===== src/rtl/tl_arb_pkg.sv =====
// tl_arb_pkg: shared types and bus widths for the two-master TileLink-UL arbiter
package tl_arb_pkg;
    localparam int AW = 32;
    localparam int DW = 64;
    localparam int MW = DW / 8;
    localparam int SW = 4;
    localparam int KW = 1;
    localparam int ZW = 3;
    localparam logic GRANT_M0 = 1'b0;
    localparam logic GRANT_M1 = 1'b1;
    typedef enum logic [1:0] {
        S_IDLE = 2'd0,
        S_REQ  = 2'd1,
        S_RESP = 2'd2
    } state_t;
endpackage


===== src/rtl/tilelink.sv =====
// tilelink: TileLink-UL A/D channel bundle
interface tilelink;
    import tl_arb_pkg::*;
    logic          a_valid;
    logic          a_ready;
    logic [2:0]    a_opcode;
    logic [2:0]    a_param;
    logic [ZW-1:0] a_size;
    logic [SW-1:0] a_source;
    logic [AW-1:0] a_address;
    logic [MW-1:0] a_mask;
    logic [DW-1:0] a_data;
    logic          a_corrupt;
    logic          d_valid;
    logic          d_ready;
    logic [2:0]    d_opcode;
    logic [1:0]    d_param;
    logic [ZW-1:0] d_size;
    logic [SW-1:0] d_source;
    logic [KW-1:0] d_sink;
    logic          d_denied;
    logic [DW-1:0] d_data;
    logic          d_corrupt;
    modport master (
        output a_valid, a_opcode, a_param, a_size, a_source, a_address, a_mask, a_data, a_corrupt, d_ready,
        input  a_ready, d_valid, d_opcode, d_param, d_size, d_source, d_sink, d_denied, d_data, d_corrupt
    );
    modport slave (
        input  a_valid, a_opcode, a_param, a_size, a_source, a_address, a_mask, a_data, a_corrupt, d_ready,
        output a_ready, d_valid, d_opcode, d_param, d_size, d_source, d_sink, d_denied, d_data, d_corrupt
    );
endinterface


===== src/rtl/tl_arbiter2_rr_pick.sv =====
// rr_pick: two-input picker; ties go to the master not served last, or to m0 when rr_en=0
module rr_pick (
    input  logic [1:0] req,
    input  logic       last,
    input  logic       rr_en,
    output logic       gnt
);
    always_comb gnt = &req ? (rr_en & ~last) : req[1];
endmodule


===== src/rtl/tl_arbiter2.sv =====
// tl_arbiter2: merges two TileLink-UL masters onto one bus, one transaction in flight,
// grant locked from A arbitration until the matching D handshake
module tl_arbiter2
    import tl_arb_pkg::*;
#(
    parameter bit ROUND_ROBIN = 1'b1
) (
    input  logic    clk,
    input  logic    rst_n,
    tilelink.slave  m0,
    tilelink.slave  m1,
    tilelink.master out,
    output logic    grant_o,
    output logic    busy_o
);
    state_t state;
    logic   last_grant;
    logic   pick;
    logic   in_req;
    logic   in_resp;

    rr_pick u_pick (
        .req   ({m1.a_valid, m0.a_valid}),
        .last  (last_grant),
        .rr_en (ROUND_ROBIN),
        .gnt   (pick)
    );

    assign in_req  = state == S_REQ;
    assign in_resp = state == S_RESP;

    always_ff @(posedge clk or negedge rst_n) begin
        if (!rst_n) begin
            state      <= S_IDLE;
            last_grant <= GRANT_M1;
            grant_o    <= GRANT_M0;
            busy_o     <= 1'b0;
        end else begin
            case (state)
                S_IDLE: if (m0.a_valid | m1.a_valid) begin
                    grant_o <= pick;
                    busy_o  <= 1'b1;
                    state   <= S_REQ;
                end
                S_REQ: if (out.a_valid & out.a_ready) state <= S_RESP;
                S_RESP: if (out.d_valid & out.d_ready) begin
                    last_grant <= grant_o;
                    busy_o     <= 1'b0;
                    state      <= S_IDLE;
                end
                default: state <= S_IDLE;
            endcase
        end
    end

    // D is only routed in S_RESP, so a D beat during S_REQ is never acknowledged
    always_comb begin
        out.a_valid = in_req & (grant_o ? m1.a_valid : m0.a_valid);
        {out.a_opcode, out.a_param, out.a_size, out.a_source, out.a_address, out.a_mask, out.a_data, out.a_corrupt} =
            grant_o ? {m1.a_opcode, m1.a_param, m1.a_size, m1.a_source, m1.a_address, m1.a_mask, m1.a_data, m1.a_corrupt}
                    : {m0.a_opcode, m0.a_param, m0.a_size, m0.a_source, m0.a_address, m0.a_mask, m0.a_data, m0.a_corrupt};
        m0.a_ready  = in_req & ~grant_o & out.a_ready;
        m1.a_ready  = in_req & grant_o & out.a_ready;
        out.d_ready = in_resp & (grant_o ? m1.d_ready : m0.d_ready);
        {m0.d_valid, m0.d_opcode, m0.d_param, m0.d_size, m0.d_source, m0.d_sink, m0.d_denied, m0.d_data, m0.d_corrupt} =
            (in_resp & ~grant_o) ? {out.d_valid, out.d_opcode, out.d_param, out.d_size, out.d_source, out.d_sink, out.d_denied, out.d_data, out.d_corrupt} : '0;
        {m1.d_valid, m1.d_opcode, m1.d_param, m1.d_size, m1.d_source, m1.d_sink, m1.d_denied, m1.d_data, m1.d_corrupt} =
            (in_resp & grant_o) ? {out.d_valid, out.d_opcode, out.d_param, out.d_size, out.d_source, out.d_sink, out.d_denied, out.d_data, out.d_corrupt} : '0;
    end
endmodule


===== src/flat_wrapper.sv =====
// flat-port wrapper written by rule: the top's interface ports become plain ports
module tl_arbiter2_flat import tl_arb_pkg::*;
#(
    parameter bit ROUND_ROBIN = 1'b1
)
  (clk, rst_n, grant_o, busy_o, m0_a_valid, m0_a_opcode, m0_a_param, m0_a_size, m0_a_source, m0_a_address, m0_a_mask, m0_a_data, m0_a_corrupt, m0_d_ready, m0_a_ready, m0_d_valid, m0_d_opcode, m0_d_param, m0_d_size, m0_d_source, m0_d_sink, m0_d_denied, m0_d_data, m0_d_corrupt, m1_a_valid, m1_a_opcode, m1_a_param, m1_a_size, m1_a_source, m1_a_address, m1_a_mask, m1_a_data, m1_a_corrupt, m1_d_ready, m1_a_ready, m1_d_valid, m1_d_opcode, m1_d_param, m1_d_size, m1_d_source, m1_d_sink, m1_d_denied, m1_d_data, m1_d_corrupt, out_a_valid, out_a_opcode, out_a_param, out_a_size, out_a_source, out_a_address, out_a_mask, out_a_data, out_a_corrupt, out_d_ready, out_a_ready, out_d_valid, out_d_opcode, out_d_param, out_d_size, out_d_source, out_d_sink, out_d_denied, out_d_data, out_d_corrupt);
  tilelink m0_i ();
  tilelink m1_i ();
  tilelink out_i ();
  input  logic clk;
  input  logic rst_n;
  output logic grant_o;
  output logic busy_o;
  input wire logic [$bits(m0_i.a_valid)-1:0] m0_a_valid;
  input wire logic [$bits(m0_i.a_opcode)-1:0] m0_a_opcode;
  input wire logic [$bits(m0_i.a_param)-1:0] m0_a_param;
  input wire logic [$bits(m0_i.a_size)-1:0] m0_a_size;
  input wire logic [$bits(m0_i.a_source)-1:0] m0_a_source;
  input wire logic [$bits(m0_i.a_address)-1:0] m0_a_address;
  input wire logic [$bits(m0_i.a_mask)-1:0] m0_a_mask;
  input wire logic [$bits(m0_i.a_data)-1:0] m0_a_data;
  input wire logic [$bits(m0_i.a_corrupt)-1:0] m0_a_corrupt;
  input wire logic [$bits(m0_i.d_ready)-1:0] m0_d_ready;
  output wire logic [$bits(m0_i.a_ready)-1:0] m0_a_ready;
  output wire logic [$bits(m0_i.d_valid)-1:0] m0_d_valid;
  output wire logic [$bits(m0_i.d_opcode)-1:0] m0_d_opcode;
  output wire logic [$bits(m0_i.d_param)-1:0] m0_d_param;
  output wire logic [$bits(m0_i.d_size)-1:0] m0_d_size;
  output wire logic [$bits(m0_i.d_source)-1:0] m0_d_source;
  output wire logic [$bits(m0_i.d_sink)-1:0] m0_d_sink;
  output wire logic [$bits(m0_i.d_denied)-1:0] m0_d_denied;
  output wire logic [$bits(m0_i.d_data)-1:0] m0_d_data;
  output wire logic [$bits(m0_i.d_corrupt)-1:0] m0_d_corrupt;
  input wire logic [$bits(m1_i.a_valid)-1:0] m1_a_valid;
  input wire logic [$bits(m1_i.a_opcode)-1:0] m1_a_opcode;
  input wire logic [$bits(m1_i.a_param)-1:0] m1_a_param;
  input wire logic [$bits(m1_i.a_size)-1:0] m1_a_size;
  input wire logic [$bits(m1_i.a_source)-1:0] m1_a_source;
  input wire logic [$bits(m1_i.a_address)-1:0] m1_a_address;
  input wire logic [$bits(m1_i.a_mask)-1:0] m1_a_mask;
  input wire logic [$bits(m1_i.a_data)-1:0] m1_a_data;
  input wire logic [$bits(m1_i.a_corrupt)-1:0] m1_a_corrupt;
  input wire logic [$bits(m1_i.d_ready)-1:0] m1_d_ready;
  output wire logic [$bits(m1_i.a_ready)-1:0] m1_a_ready;
  output wire logic [$bits(m1_i.d_valid)-1:0] m1_d_valid;
  output wire logic [$bits(m1_i.d_opcode)-1:0] m1_d_opcode;
  output wire logic [$bits(m1_i.d_param)-1:0] m1_d_param;
  output wire logic [$bits(m1_i.d_size)-1:0] m1_d_size;
  output wire logic [$bits(m1_i.d_source)-1:0] m1_d_source;
  output wire logic [$bits(m1_i.d_sink)-1:0] m1_d_sink;
  output wire logic [$bits(m1_i.d_denied)-1:0] m1_d_denied;
  output wire logic [$bits(m1_i.d_data)-1:0] m1_d_data;
  output wire logic [$bits(m1_i.d_corrupt)-1:0] m1_d_corrupt;
  output wire logic [$bits(out_i.a_valid)-1:0] out_a_valid;
  output wire logic [$bits(out_i.a_opcode)-1:0] out_a_opcode;
  output wire logic [$bits(out_i.a_param)-1:0] out_a_param;
  output wire logic [$bits(out_i.a_size)-1:0] out_a_size;
  output wire logic [$bits(out_i.a_source)-1:0] out_a_source;
  output wire logic [$bits(out_i.a_address)-1:0] out_a_address;
  output wire logic [$bits(out_i.a_mask)-1:0] out_a_mask;
  output wire logic [$bits(out_i.a_data)-1:0] out_a_data;
  output wire logic [$bits(out_i.a_corrupt)-1:0] out_a_corrupt;
  output wire logic [$bits(out_i.d_ready)-1:0] out_d_ready;
  input wire logic [$bits(out_i.a_ready)-1:0] out_a_ready;
  input wire logic [$bits(out_i.d_valid)-1:0] out_d_valid;
  input wire logic [$bits(out_i.d_opcode)-1:0] out_d_opcode;
  input wire logic [$bits(out_i.d_param)-1:0] out_d_param;
  input wire logic [$bits(out_i.d_size)-1:0] out_d_size;
  input wire logic [$bits(out_i.d_source)-1:0] out_d_source;
  input wire logic [$bits(out_i.d_sink)-1:0] out_d_sink;
  input wire logic [$bits(out_i.d_denied)-1:0] out_d_denied;
  input wire logic [$bits(out_i.d_data)-1:0] out_d_data;
  input wire logic [$bits(out_i.d_corrupt)-1:0] out_d_corrupt;
  assign m0_i.a_valid = m0_a_valid;
  assign m0_i.a_opcode = m0_a_opcode;
  assign m0_i.a_param = m0_a_param;
  assign m0_i.a_size = m0_a_size;
  assign m0_i.a_source = m0_a_source;
  assign m0_i.a_address = m0_a_address;
  assign m0_i.a_mask = m0_a_mask;
  assign m0_i.a_data = m0_a_data;
  assign m0_i.a_corrupt = m0_a_corrupt;
  assign m0_i.d_ready = m0_d_ready;
  assign m0_a_ready = m0_i.a_ready;
  assign m0_d_valid = m0_i.d_valid;
  assign m0_d_opcode = m0_i.d_opcode;
  assign m0_d_param = m0_i.d_param;
  assign m0_d_size = m0_i.d_size;
  assign m0_d_source = m0_i.d_source;
  assign m0_d_sink = m0_i.d_sink;
  assign m0_d_denied = m0_i.d_denied;
  assign m0_d_data = m0_i.d_data;
  assign m0_d_corrupt = m0_i.d_corrupt;
  assign m1_i.a_valid = m1_a_valid;
  assign m1_i.a_opcode = m1_a_opcode;
  assign m1_i.a_param = m1_a_param;
  assign m1_i.a_size = m1_a_size;
  assign m1_i.a_source = m1_a_source;
  assign m1_i.a_address = m1_a_address;
  assign m1_i.a_mask = m1_a_mask;
  assign m1_i.a_data = m1_a_data;
  assign m1_i.a_corrupt = m1_a_corrupt;
  assign m1_i.d_ready = m1_d_ready;
  assign m1_a_ready = m1_i.a_ready;
  assign m1_d_valid = m1_i.d_valid;
  assign m1_d_opcode = m1_i.d_opcode;
  assign m1_d_param = m1_i.d_param;
  assign m1_d_size = m1_i.d_size;
  assign m1_d_source = m1_i.d_source;
  assign m1_d_sink = m1_i.d_sink;
  assign m1_d_denied = m1_i.d_denied;
  assign m1_d_data = m1_i.d_data;
  assign m1_d_corrupt = m1_i.d_corrupt;
  assign out_a_valid = out_i.a_valid;
  assign out_a_opcode = out_i.a_opcode;
  assign out_a_param = out_i.a_param;
  assign out_a_size = out_i.a_size;
  assign out_a_source = out_i.a_source;
  assign out_a_address = out_i.a_address;
  assign out_a_mask = out_i.a_mask;
  assign out_a_data = out_i.a_data;
  assign out_a_corrupt = out_i.a_corrupt;
  assign out_d_ready = out_i.d_ready;
  assign out_i.a_ready = out_a_ready;
  assign out_i.d_valid = out_d_valid;
  assign out_i.d_opcode = out_d_opcode;
  assign out_i.d_param = out_d_param;
  assign out_i.d_size = out_d_size;
  assign out_i.d_source = out_d_source;
  assign out_i.d_sink = out_d_sink;
  assign out_i.d_denied = out_d_denied;
  assign out_i.d_data = out_d_data;
  assign out_i.d_corrupt = out_d_corrupt;
  tl_arbiter2 #(.ROUND_ROBIN(ROUND_ROBIN)) u_core (.clk(clk), .rst_n(rst_n), .m0(m0_i), .m1(m1_i), .out(out_i), .grant_o(grant_o), .busy_o(busy_o));
endmodule

===== config.mk =====
export PLATFORM = sky130hd
export DESIGN_NAME = tl_arbiter2_flat
export DESIGN_NICKNAME = d
export VERILOG_FILES = /design/src/rtl/tl_arb_pkg.sv /design/src/rtl/tilelink.sv /design/src/rtl/tl_arbiter2_rr_pick.sv /design/src/rtl/tl_arbiter2.sv /design/src/flat_wrapper.sv
export SDC_FILE = /design/constraint.sdc
export NUM_CORES = 1
export LEC_CHECK = 0
export CAP_MARGIN = 20
export CORE_AREA = 4 4 234 236
export CTS_BUF_LIST = sky130_fd_sc_hd__clkbuf_2 sky130_fd_sc_hd__clkbuf_4 sky130_fd_sc_hd__clkbuf_8
export CTS_CLUSTER_DIAMETER = 60
export DETAILED_ROUTE_END_ITERATION = 8
export DIE_AREA = 0 0 238 240
export DONT_BUFFER_PORTS = 1
export HOLD_SLACK_MARGIN = 0.06
export PLACE_DENSITY_LB_ADDON = 0.2
export SYNTH_ARGS = -nofsm -noshare
export SYNTH_HDL_FRONTEND = slang
export SYNTH_SLANG_ARGS = --single-unit
export TNS_END_PERCENT = 1

===== constraint.sdc =====
create_clock -name clk -period 3.2 [get_ports clk]
set_input_delay 0.64 -clock clk [delete_from_list [all_inputs] [get_ports clk]]
set_output_delay 0.64 -clock clk [all_outputs]
set_load 0.01 [all_outputs]

==> impl_metrics.toml <==
[synthesis]
synth_top_family_by_area = "multiplexers"
syn-num-nets = 660
ys.warnings.count = 0
synth_xor_xnor_area_share = 0
synthFlopType = "dfrtp_1"
yosysTopAreaCell = "mux2_2"
syn_area_per_cell_um2 = 8.35
ys_ff_latch = 5
synth-adder-area-share = 0
synth.most_common_cell = "and2_1"
syn_inst = 337
ys_top_cells_by_count = "160 x and2_1, 118 x mux2_2, 10 x buf_4"
synthesis.area_mm2 = 0.00281
synth-edff-count = 0
synth_area_leaders = "mux2_2 47%, and2_1 36%, dfrtp_1 3.6%"
ys_seq_area_frac = 0.0449
yosysUniqueCellTypes = 26
synth_compound_area_frac = 0.0165
synth.top_cell.area_share = 0.472
synth-simple-area-share = 0.390
synth_mux_area_frac = 0.483
synthArstFlopShare = 1.00

[layout]
syn_to_final_growth_pct = 28.4
seqCellArea_um2 = 130
drive_gt1_frac = 0.419
fillerInstances = 6166
final_core_util = 0.0689
final_cells = 1011
nets = 639
multiInputGateArea_mm2 = 0.00250

[sta]
setup_viol = 0
slew_viol_final = 0
clock.fmax_ghz = 0.409
finalSetupTns_ns = 0
finalCritPeriodShare = 0.763
fin_crit_ns = 2.44
finalHoldViolations = 0
tightest_slew_ns = 0.657
rsz0062_at_grt = "no"
finalHoldWorstSlack_ns = 0.114
finClkSkew_ns = 0.000136
timing.slew.headroom = 0.562

[setup_path]
r2r-start = "u_core.grant_o$_DFFE_PN0P_"
r2r-end = "u_core.last_grant$_DFFE_PN1P_"
r2r_cells = 4
cp.arrival_ns = 1.80
r2r_slack_ns = 1.67
path_max_fanout = 82
worstSetupEndpointType = "primary output"
critical_path_class = "reg2out"
required_ns = 2.56
critPathLaunchType = "register"

[placed_design]
finalWeightedCongestion = 0.800
dp.cells = 999
dp_hpwl_mm = 20.5
io_buffers = 0

[global_routing]
grt_first_pass_wirelength_mm = 24.8
grt_usage = 0.0645
grt_max_degree = 103
grt_pass1_vias = 2795
overflow = 0
grt_antenna_before_repair = 9

[power_and_ir_drop]
pwr-share-seq = 0.068
power_density_mw_per_mm2 = 612
p_clk_frac = 0.057
p_leak_nw = 1.14
switching_power_w = 0.00129
pwr-share-comb = 0.875
vdd_ir_drop_max_v = 0.000240
swShare = 0.583
p_int_w = 0.000921

[floorplan]
start_util = 0.0537
die_w_um = 238
num_rows = 84
die_height_um = 240
die_area_mm2 = 0.0571
coreArea_mm2 = 0.0524
io_pins = 607

[route]
drt_iter0_drc = 68
post-route-drc-count = 0
avgViaCountPerCell = 2.61
wl_per_cell_um = 21.6
drt_first_pass_iters = 4
drt_wl_total_mm = 21.9
ant_nets = 0
via_count = 2636

[cts]
clk_pin_slew_ns = 0.03
clock_path_buffers = 2
clock_latency_ns = 0.22
cts.sinks = 5
cts_buffers = 3
holdBufCountCts = 0
cts-root-buf = "clkbuf_8"
post_cts_resized = 0
postCtsSetupRepairBufs = 0
cts_htree_levels = 1
cts_tree = "yes"

[min_path]
hold_path_class = "in2async"

[status]
status = "finished clean"

[job]
maxCapViolCount = 0
area by class of cell:
class	instances	share of cell area
Clock buffer	4	0.0135
Tap cell	688	0.238
Multi-Input combinational cell	300	0.693
Timing Repair Buffer	4	0.0118
Antenna cell	8	0.00554
Inverter	2	0.00208
Sequential cell	5	0.0360
registers in the layout (all words and copies together) (netlist names):
signal and count:
u_core.state 2, u_core.busy_o 1, u_core.grant_o 1, u_core.last_grant 1
per-stage QoR:
| stage | instance area (um^2) | setup slack [ns] | total power [W] |
|---|---|---|---|
| after detailed placement | 3540 | 0.917 | 0.00218 |
| after floorplan | 2810 | 1.38 | 0.00172 |
| final | 3610 | 0.757 | 0.00221 |
| after CTS | 3590 | 0.674 | 0.00232 |
| after global routing | 3610 | 0.595 | 0.00238 |
| after global placement | 3540 | 0.913 | 0.00219 |
how the worst max path moves through the flow:
stage | to | cells past startpoint | startpoint
after floorplan | out_a_address[0] | 4 | u_core.grant_o$_DFFE_PN0P_
after global placement | m0_d_data[63] | 4 | u_core.state[0]$_DFFE_PN0P_
after detailed placement | m0_d_data[63] | 3 | u_core.grant_o$_DFFE_PN0P_
after CTS | m0_d_data[63] | 3 | u_core.grant_o$_DFFE_PN0P_
after global routing | m1_d_valid | 4 | u_core.grant_o$_DFFE_PN0P_
final | m1_d_data[2] | 4 | u_core.grant_o$_DFFE_PN0P_
power by group through the flow:
stage	registers, W	logic, W	clock network, W
detailed placement	0.000154	0.00202	0
finish	0.000151	0.00193	0.000126
floorplan	0.000119	0.00160	0
global placement	0.000154	0.00204	0
global route	0.000159	0.00209	0.000134
CTS	0.000154	0.00203	0.000130
per-layer routing:
metal,track usage,share of wire
met1,0.0669,0.33
met2,0.118,0.51
met3,0.0177,0.10
met4,0.0359,0.061
met5,0,0
logic make-up after synthesis:
family	after synthesis
AOI/OAI and AO/OA	7
buffers and inverters	32
DFF	5
muxes	121
and+or+nand+nor	172
worst max-delay path, cell delays in order (launching register included):
cell     delay [ns]
dfrtp_4        0.53
inv_1          0.11
nor2_4         0.10
buf_4          0.48
and2_1         0.28
cells in the final DEF (no fill, tap or decap):
| master | netlist | routed |
|---|---|---|
| nor2b_1 | 3 | 3 |
| diode_2 | 0 | 8 |
| a211oi_1 | 1 | 1 |
| dfrtp_1 | 4 | 3 |
| nor3b_2 | 1 | 1 |
| nor2_4 | 2 | 2 |
| nand2b_4 | 1 | 1 |
| a21oi_1 | 1 | 1 |
| nor3_1 | 1 | 1 |
| nand2b_1 | 1 | 1 |
| mux2i_1 | 2 | 2 |
| mux2_2 | 118 | 118 |
| clkbuf_8 | 0 | 3 |
| a31oi_1 | 1 | 1 |
| mux2_1 | 1 | 1 |
| o21ai_0 | 2 | 2 |
| a22o_1 | 1 | 1 |
| o2bb2ai_1 | 1 | 1 |
| and2_1 | 160 | 160 |
| dfrtp_4 | 0 | 1 |
| clkbuf_4 | 0 | 1 |
| buf_12 | 0 | 1 |
| and3_1 | 2 | 2 |
| buf_4 | 10 | 3 |
| nor2_1 | 1 | 1 |
| inv_1 | 2 | 2 |
| dfstp_2 | 1 | 1 |
Note: power is estimated with default switching activity, not from simulation.
